==> config.mk <==
export PLATFORM = sky130hd
export DESIGN_NAME = uart_rx_core
export DESIGN_NICKNAME = d
export VERILOG_FILES = /design/src/rtl/uart_rx_core.sv
export SDC_FILE = /design/constraint.sdc
export NUM_CORES = 1
export LEC_CHECK = 0
export ABC_AREA = 1
export ABC_CLOCK_PERIOD_IN_PS = 1870
export CAP_MARGIN = 10
export CORE_UTILIZATION = 30
export CTS_CLUSTER_SIZE = 30
export DETAILED_ROUTE_END_ITERATION = 16
export HOLD_SLACK_MARGIN = 0.12
export PLACE_DENSITY = 0.55
export SLEW_MARGIN = 20
export SYNTH_ARGS = -nofsm -noshare
export SYNTH_HDL_FRONTEND = slang
export SYNTH_SLANG_ARGS = --single-unit
==> constraint.sdc <==
create_clock -name app_clk -period 1.87 [get_ports app_clk]
set_input_delay 0.561 -clock app_clk [delete_from_list [all_inputs] [get_ports app_clk]]
set_output_delay 0.561 -clock app_clk [all_outputs]
set_load 0.1 [all_outputs]
==> src/rtl/uart_rx_core.sv <==
`timescale 1ns/1ps
`default_nettype none
// ============================================================================
// Module   : uart_rx_core
// Brief    : 16x-oversampling UART receiver. Handles 5..8 data bits, optional
//            even/odd parity and 1 or 2 stop bits. Each byte is delivered over
//            a valid/ready handshake with per-frame parity/framing flags.
// Options  : define UART_RX_MAJ_VOTE_EN to take every bit as the 2-of-3
//            majority of ticks 7/8/9 (decision at tick 9) instead of a
//            single sample at tick 8.
// Revision : 1.0 - initial release
// ============================================================================
module uart_rx_core #(
    parameter int DIV_W       = 16,
    parameter int SYNC_STAGES = 2
) (
    input  logic             app_clk,
    input  logic             reset_n,
    input  logic             cfg_rx_en,
    input  logic [DIV_W-1:0] cfg_baud_div,
    input  logic [1:0]       cfg_data_bits,
    input  logic             cfg_stop_bits,
    input  logic             cfg_par_en,
    input  logic             cfg_even_par,
    input  logic             rxd,
    output logic [7:0]       rx_data,
    output logic             rx_valid,
    input  logic             rx_ready,
    output logic             rx_perr,
    output logic             rx_ferr,
    output logic             rx_overrun,
    output logic             rx_busy
);

    typedef enum logic [2:0] {
        S_IDLE   = 3'd0,
        S_START  = 3'd1,
        S_DATA   = 3'd2,
        S_PARITY = 3'd3,
        S_STOP1  = 3'd4,
        S_STOP2  = 3'd5
    } state_t;

`ifdef UART_RX_MAJ_VOTE_EN
    localparam logic [3:0] c_start_pt = 4'd8;
`else
    localparam logic [3:0] c_start_pt = 4'd7;
`endif

    state_t             r_state;
    state_t             w_state_nxt;
    logic [SYNC_STAGES-1:0] r_sync;
    logic               r_rxs_d;
    logic [DIV_W-1:0]   r_tick_cnt;
    logic [3:0]         r_tick16;
    logic [DIV_W-1:0]   r_baud_div;
    logic [1:0]         r_data_bits;
    logic               r_stop_bits;
    logic               r_par_en;
    logic               r_even_par;
    logic [7:0]         r_shift;
    logic [2:0]         r_bit_idx;
    logic               r_perr;
    logic               r_ferr;
    logic               w_rxs;
    logic               w_start;
    logic               w_tick;
    logic [3:0]         w_pt;
    logic               w_samp;
    logic               w_bit;
    logic               w_last_bit;
    logic               w_par_exp;
    logic               w_complete;

    assign w_rxs      = r_sync[SYNC_STAGES-1];
    assign w_start    = (r_state == S_IDLE) && cfg_rx_en && r_rxs_d && !w_rxs;
    assign w_tick     = (r_tick_cnt == '0);
    // Start bit is sampled mid-bit; every later bit one full bit period on.
    assign w_pt       = (r_state == S_START) ? c_start_pt : 4'd15;
    assign w_samp     = w_tick && (r_tick16 == w_pt) && (r_state != S_IDLE);
    assign w_last_bit = (r_bit_idx == ({1'b0, r_data_bits} + 3'd4));
    assign w_par_exp  = r_even_par ? (^r_shift) : ~(^r_shift);
    assign w_complete = cfg_rx_en && w_samp &&
                        (((r_state == S_STOP1) && !r_stop_bits) || (r_state == S_STOP2));
    assign rx_busy    = (r_state != S_IDLE);

    // Bring rxd into the clock domain and keep the previous value for edge detect.
    always_ff @(posedge app_clk or negedge reset_n) begin
        if (!reset_n) begin
            r_sync  <= '1;
            r_rxs_d <= 1'b1;
        end else begin
            r_sync  <= {r_sync[SYNC_STAGES-2:0], rxd};
            r_rxs_d <= w_rxs;
        end
    end

`ifdef UART_RX_MAJ_VOTE_EN
    logic [1:0] r_vote;

    // Capture the two samples preceding the decision tick for the 2-of-3 vote.
    always_ff @(posedge app_clk or negedge reset_n) begin
        if (!reset_n) begin
            r_vote <= 2'b11;
        end else if (w_tick) begin
            if (r_tick16 == (w_pt - 4'd2)) r_vote[0] <= w_rxs;
            if (r_tick16 == (w_pt - 4'd1)) r_vote[1] <= w_rxs;
        end
    end

    assign w_bit = (r_vote[0] & r_vote[1]) | (r_vote[0] & w_rxs) | (r_vote[1] & w_rxs);
`else
    assign w_bit = w_rxs;
`endif

    // Baud tick generator; reloaded on the start edge to phase-align to the frame.
    always_ff @(posedge app_clk or negedge reset_n) begin
        if (!reset_n) begin
            r_tick_cnt <= DIV_W'(1);
        end else if (w_start) begin
            r_tick_cnt <= cfg_baud_div;
        end else if (w_tick) begin
            r_tick_cnt <= (r_state == S_IDLE) ? cfg_baud_div : r_baud_div;
        end else begin
            r_tick_cnt <= r_tick_cnt - DIV_W'(1);
        end
    end

    // Tick position within the current bit; restarts after the start-bit check.
    always_ff @(posedge app_clk or negedge reset_n) begin
        if (!reset_n) begin
            r_tick16 <= 4'd0;
        end else if (w_start) begin
            r_tick16 <= 4'd0;
        end else if (w_tick && (r_state != S_IDLE)) begin
            if (w_samp && (r_state == S_START)) r_tick16 <= 4'd0;
            else                                r_tick16 <= r_tick16 + 4'd1;
        end
    end

    // State register.
    always_ff @(posedge app_clk or negedge reset_n) begin
        if (!reset_n) r_state <= S_IDLE;
        else          r_state <= w_state_nxt;
    end

    // Next-state logic; disabling the receiver aborts any frame in flight.
    always_comb begin
        w_state_nxt = r_state;
        case (r_state)
            S_IDLE:   if (w_start) w_state_nxt = S_START;
            S_START:  if (w_samp)  w_state_nxt = w_bit ? S_IDLE : S_DATA;
            S_DATA:   if (w_samp && w_last_bit) w_state_nxt = r_par_en ? S_PARITY : S_STOP1;
            S_PARITY: if (w_samp)  w_state_nxt = S_STOP1;
            S_STOP1:  if (w_samp)  w_state_nxt = r_stop_bits ? S_STOP2 : S_IDLE;
            S_STOP2:  if (w_samp)  w_state_nxt = S_IDLE;
            default:  w_state_nxt = S_IDLE;
        endcase
        if (!cfg_rx_en && (r_state != S_IDLE)) w_state_nxt = S_IDLE;
    end

    // Frame datapath: latch configuration at the start edge, then assemble bits and flags.
    always_ff @(posedge app_clk or negedge reset_n) begin
        if (!reset_n) begin
            r_baud_div  <= '0;
            r_data_bits <= 2'd0;
            r_stop_bits <= 1'b0;
            r_par_en    <= 1'b0;
            r_even_par  <= 1'b0;
            r_shift     <= 8'h00;
            r_bit_idx   <= 3'd0;
            r_perr      <= 1'b0;
            r_ferr      <= 1'b0;
        end else if (w_start) begin
            r_baud_div  <= cfg_baud_div;
            r_data_bits <= cfg_data_bits;
            r_stop_bits <= cfg_stop_bits;
            r_par_en    <= cfg_par_en;
            r_even_par  <= cfg_even_par;
            r_shift     <= 8'h00;
            r_bit_idx   <= 3'd0;
            r_perr      <= 1'b0;
            r_ferr      <= 1'b0;
        end else if (w_samp) begin
            case (r_state)
                S_DATA: begin
                    r_shift[r_bit_idx] <= w_bit;
                    r_bit_idx          <= r_bit_idx + 3'd1;
                end
                S_PARITY:         r_perr <= (w_bit != w_par_exp);
                S_STOP1, S_STOP2: if (!w_bit) r_ferr <= 1'b1;
                default:          ;
            endcase
        end
    end

    // Output holding register with valid/ready handshake and overrun detection.
    always_ff @(posedge app_clk or negedge reset_n) begin
        if (!reset_n) begin
            rx_data    <= 8'h00;
            rx_valid   <= 1'b0;
            rx_perr    <= 1'b0;
            rx_ferr    <= 1'b0;
            rx_overrun <= 1'b0;
        end else begin
            rx_overrun <= 1'b0;
            if (w_complete) begin
                if (!rx_valid || rx_ready) begin
                    rx_data  <= r_shift;
                    rx_perr  <= r_perr;
                    rx_ferr  <= r_ferr | ~w_bit;
                    rx_valid <= 1'b1;
                end else begin
                    rx_overrun <= 1'b1;
                end
            end else if (rx_valid && rx_ready) begin
                rx_valid <= 1'b0;
            end
        end
    end

endmodule
`default_nettype wire

==> impl_results.rst <==
.. list-table::
   :header-rows: 1

   * - Metric
     - Value
   * - Run status
     - complete, no violations
   * - Initial cell density of the core
     - 0.313
   * - Global-route total usage across every layer
     - 0.146
   * - Root Buffer
     - sky130_fd_sc_hd__clkbuf_16
   * - Drt first pass iters
     - 5
   * - Net Switching
     - 0.00261 W
   * - Post-DRT Antenna Nets
     - 0
   * - Leakage power
     - 2.51 nW
   * - Number of global-route vias before repair
     - 3,407
   * - Number of DRC violations after detailed-routing iteration 0
     - 139
   * - Slew @ Worst Pin
     - 0.580 ns
   * - Post-DR vias/cell
     - 4.58
   * - Max FO, Critical Path
     - 6
   * - Post-route non-filler standard cell count
     - 755
   * - Gr ovfl total
     - 0
   * - Crit path largest cell delay
     - 0.46 ns
   * - Die Span Y
     - 118 um
   * - Area taken by multi-input logic gates
     - 1890 um^2
   * - Number of placed instances, taps included
     - 731
   * - Worst setup EP type
     - output port
   * - Largest delay contributor family on the critical path
     - flip-flops
   * - CTS tree
     - done
   * - Number of pins with negative max-slew slack in the final report
     - 0
   * - Pin count of the biggest net entering global routing
     - 30
   * - Sequential area share after synthesis
     - 0.448
   * - Number of H-tree levels
     - 3
   * - Clock sinks
     - 72
   * - Post-Syn Instances
     - 513
   * - Switching part of the total
     - 0.380
   * - Mean routed wirelength per cell
     - 12.4 um
   * - Achievable clock frequency
     - 543 MHz
   * - Global-route wire length before repair
     - 16.1 mm
   * - Int Pwr
     - 0.00426 W
   * - Number of placed I/O pins
     - 39
   * - Data arrival time of the worst path
     - 1.28 ns
   * - Crit start category
     - flip-flop
   * - Remaining DRCs
     - 0
   * - Final non-filler cell area
     - 5350 um^2
   * - Top-area cell type share of the netlist area
     - 0.422
   * - Count of hold-fix buffers inserted at cts
     - 0
   * - Power per standard cell area
     - 1290 nW/um^2
   * - Area leader, netlist
     - sky130_fd_sc_hd__dfrtp_1
   * - Portion of total power attributed to the clock network
     - 0.256
   * - Clock latency of the later-clocked register in the worst-skew pair
     - 0.34 ns
   * - Storage element area
     - 1810 um^2
   * - Ratio of cells with drive above 1 in the final layout
     - 0.196
   * - Total via count after detailed routing
     - 3,456
   * - Clock Tree Buf Depth
     - 2
   * - Detailed-route wire length
     - 9.40 mm
   * - Class of the most critical hold timing path
     - in2async
   * - Detailed Place HPWL
     - 6.93 mm
   * - Net count, final
     - 608
   * - Time the worst path needs with I/O delays and setup
     - 1.84 ns
   * - Area inside the core boundary
     - 12,900 um^2
   * - Die span in x
     - 118 um
   * - Share of the clock period used by the worst path after layout
     - 0.985
   * - Layout-stage area growth over the synthesis result
     - 32.7%
   * - Combinational Power Share
     - 0.380
   * - Total standard cell area after synthesis
     - 4030 um^2
   * - Area post-placement
     - 4930 um^2
   * - Cell types with the largest area share after synthesis
     - sky130_fd_sc_hd__dfrtp_1 42%, sky130_fd_sc_hd__nand2_1 13%, sky130_fd_sc_hd__o21ai_0 7.2%, sky130_fd_sc_hd__inv_1 5.6%, sky130_fd_sc_hd__nand3_1 4.0%
   * - Inserted Diodes
     - 0
   * - Data required time of the worst path
     - 1.31 ns
   * - Die area
     - 13,900 um^2
   * - Filler cells
     - 1,256
   * - Setup repair after global routing missed its margin
     - true
   * - Placer's final routability congestion estimate
     - 0.890
   * - Synth warnings
     - 0
   * - Syn Area/Cell
     - 7.86 um^2
   * - Slew HR
     - 0.614
   * - Buffers added on ports
     - 38
   * - Maximum clock skew at final layout
     - 0.00594 ns
   * - Number of failing setup endpoints in the final timing report
     - 0
   * - Unique masters post-synth
     - 36
   * - Number of CTS-inserted buffers
     - 9
   * - Critical path, cell by cell
     - nor3_4 > inv_4 > buf_12
   * - Number of register bits inferred by synthesis
     - 72
   * - Clock-pin slew on the worst setup and hold paths
     - 0.06 ns
   * - Critical path buffers and inverters
     - 2
   * - Syn_nets
     - 543
   * - Portion of total power attributed to sequential cells
     - 0.364
   * - Final Hold Vio Count
     - 0
   * - Maximum Capacitance Violations
     - 0
   * - Cell with the largest stage delay on the worst path
     - sky130_fd_sc_hd__dfrtp_2
   * - Number of antenna violations at the first check in global routing
     - 0
   * - Crit Path Category
     - reg2out
   * - Rows
     - 41
   * - Peak ir drop on the vdd network
     - 0.000499 V
   * - Final total negative setup slack
     - 0 ns
==> layout make-up <==
cell class              count  share of cell area
well taps                 172              0.0402
multi-input cells         360               0.354
clock inverters             6              0.0126
inverters                  64              0.0458
flip-flops and latches     72               0.338
repair buffers             71               0.164
clock buffers              10              0.0447
==> worst register-to-register path, stage by stage (launching register included) <==
cell and delay, ns:
sky130_fd_sc_hd__dfrtp_1 0.45, sky130_fd_sc_hd__nor2_4 0.18, sky130_fd_sc_hd__nand2_2 0.09, sky130_fd_sc_hd__nor2_4 0.13
sky130_fd_sc_hd__nand2_4 0.09, sky130_fd_sc_hd__nor2_8 0.17, sky130_fd_sc_hd__nand2_4 0.10, sky130_fd_sc_hd__nor2_4 0.11
sky130_fd_sc_hd__nand3_2 0.09, sky130_fd_sc_hd__buf_12 0.17, sky130_fd_sc_hd__nand2_1 0.09, sky130_fd_sc_hd__o21ai_2 0.05
==> sequential cells by signal, indices dropped and copies added (netlist names) <==
signal / flops
r_ferr: 1
r_tick16: 4
r_perr: 1
r_baud_div: 16
r_stop_bits: 1
rx_overrun: 1
rx_valid: 1
r_bit_idx: 3
rx_ferr: 1
r_even_par: 1
rx_data: 8
r_par_en: 1
r_tick_cnt: 16
rx_perr: 1
r_rxs_d: 1
r_data_bits: 2
r_shift: 8
r_sync: 2
r_state: 3
==> cells in the mapped netlist, drive strengths merged <==
cell    number
nor2        48
a31oi        1
a21oi        8
dfstp        4
buf         16
o21ai       76
ha           4
nand2      150
xor2         9
mux2i        1
nand4        4
nand3       34
nand3b       3
o21bai       1
inv         64
o22ai        1
o211ai       3
clkbuf       1
xnor2       10
dfrtp       68
nor3         7
==> what timing repair did <==
item                       4_1_cts  5_1_grt
setup endpoints to repair        7       32
setup buffers                    2        6
pin swaps                        1        6
resized for setup                2       14
==> power by group through the flow <==
stage               clock network [W]  logic [W]  registers (W)
floorplan                           0    0.00187        0.00238
global route                  0.00187    0.00298        0.00256
detailed placement                  0    0.00247        0.00250
finish                        0.00176    0.00261        0.00250
global placement                    0    0.00242        0.00248
CTS                           0.00180    0.00252        0.00248
==> cell families (layout without fill, tap and decap cells) <==
| family | after synthesis | in the layout | share of synthesized area |
|---|---|---|---|
| AOI/OAI and AO/OA | 90 | 90 | 0.127 |
| xor gates and xnor gates | 19 | 19 | 0.0413 |
| adders and majority gates | 4 | 4 | 0.0124 |
| buffers and inverters | 81 | 151 | 0.0931 |
| DFF | 72 | 72 | 0.448 |
| muxes | 1 | 1 | 0.00248 |
| and+or+nand+nor | 246 | 246 | 0.276 |
==> stage by stage <==
step           utilization  hold WS [ns]  setup slack [ns]  total power [W]
6_report             0.415         0.222            0.0289          0.00687
3_3_place_gp         0.383         0.346            -0.140          0.00490
4_1_cts              0.409         0.233            0.0274          0.00680
3_5_place_dp         0.383         0.349            -0.194          0.00496
5_1_grt              0.415         0.258           -0.0278          0.00741
2_1_floorplan            -         0.265             0.111          0.00425
==> final timing paths <==
path,slack [ns],endpoint,startpoint,depth (start not counted)
setup reg to reg,0.04,rx_data[1]$_DFFE_PN0P_,r_tick_cnt[11]$_DFF_PN0_,11
hold / removal,0.22,r_baud_div[0]$_DFFE_PN0P_,reset_n,1
setup / recovery,0.03,rx_busy,r_state[2]$_DFFE_PN0P_,3
max in group asynchronous,1.08,r_sync[0]$_DFF_PN1_,reset_n,2
min in group app_clk,0.36,r_sync[1]$_DFF_PN1_,r_sync[0]$_DFF_PN1_,0
hold reg to reg,0.36,r_sync[1]$_DFF_PN1_,r_sync[0]$_DFF_PN1_,0
==> layer usage <==
metal	share of wire	wire length, um	GRT usage	vias to the layer above
met5	0	0	0	-
met4	0.019	183	0.0593	0
met3	0.027	252	0.0339	11
met2	0.47	4380	0.230	47
met1	0.49	4590	0.191	1629
li1	-	-	-	1769
==> placed cells by master (no fill, tap or decap), types with 9 or more instances in the layout <==
cell,netlist,routed
sky130_fd_sc_hd__buf_12,0,23
sky130_fd_sc_hd__buf_4,1,23
sky130_fd_sc_hd__clkbuf_16,0,9
sky130_fd_sc_hd__clkdlybuf4s50_1,0,24
sky130_fd_sc_hd__dfrtp_1,68,66
sky130_fd_sc_hd__inv_1,60,57
sky130_fd_sc_hd__nand2_1,144,143
sky130_fd_sc_hd__nand3_1,32,32
sky130_fd_sc_hd__nor2_1,39,34
sky130_fd_sc_hd__o21ai_0,58,58
sky130_fd_sc_hd__o21ai_2,10,10
sky130_fd_sc_hd__xnor2_1,10,10
sky130_fd_sc_hd__xor2_1,9,9
(Power assumes the default switching activity.)
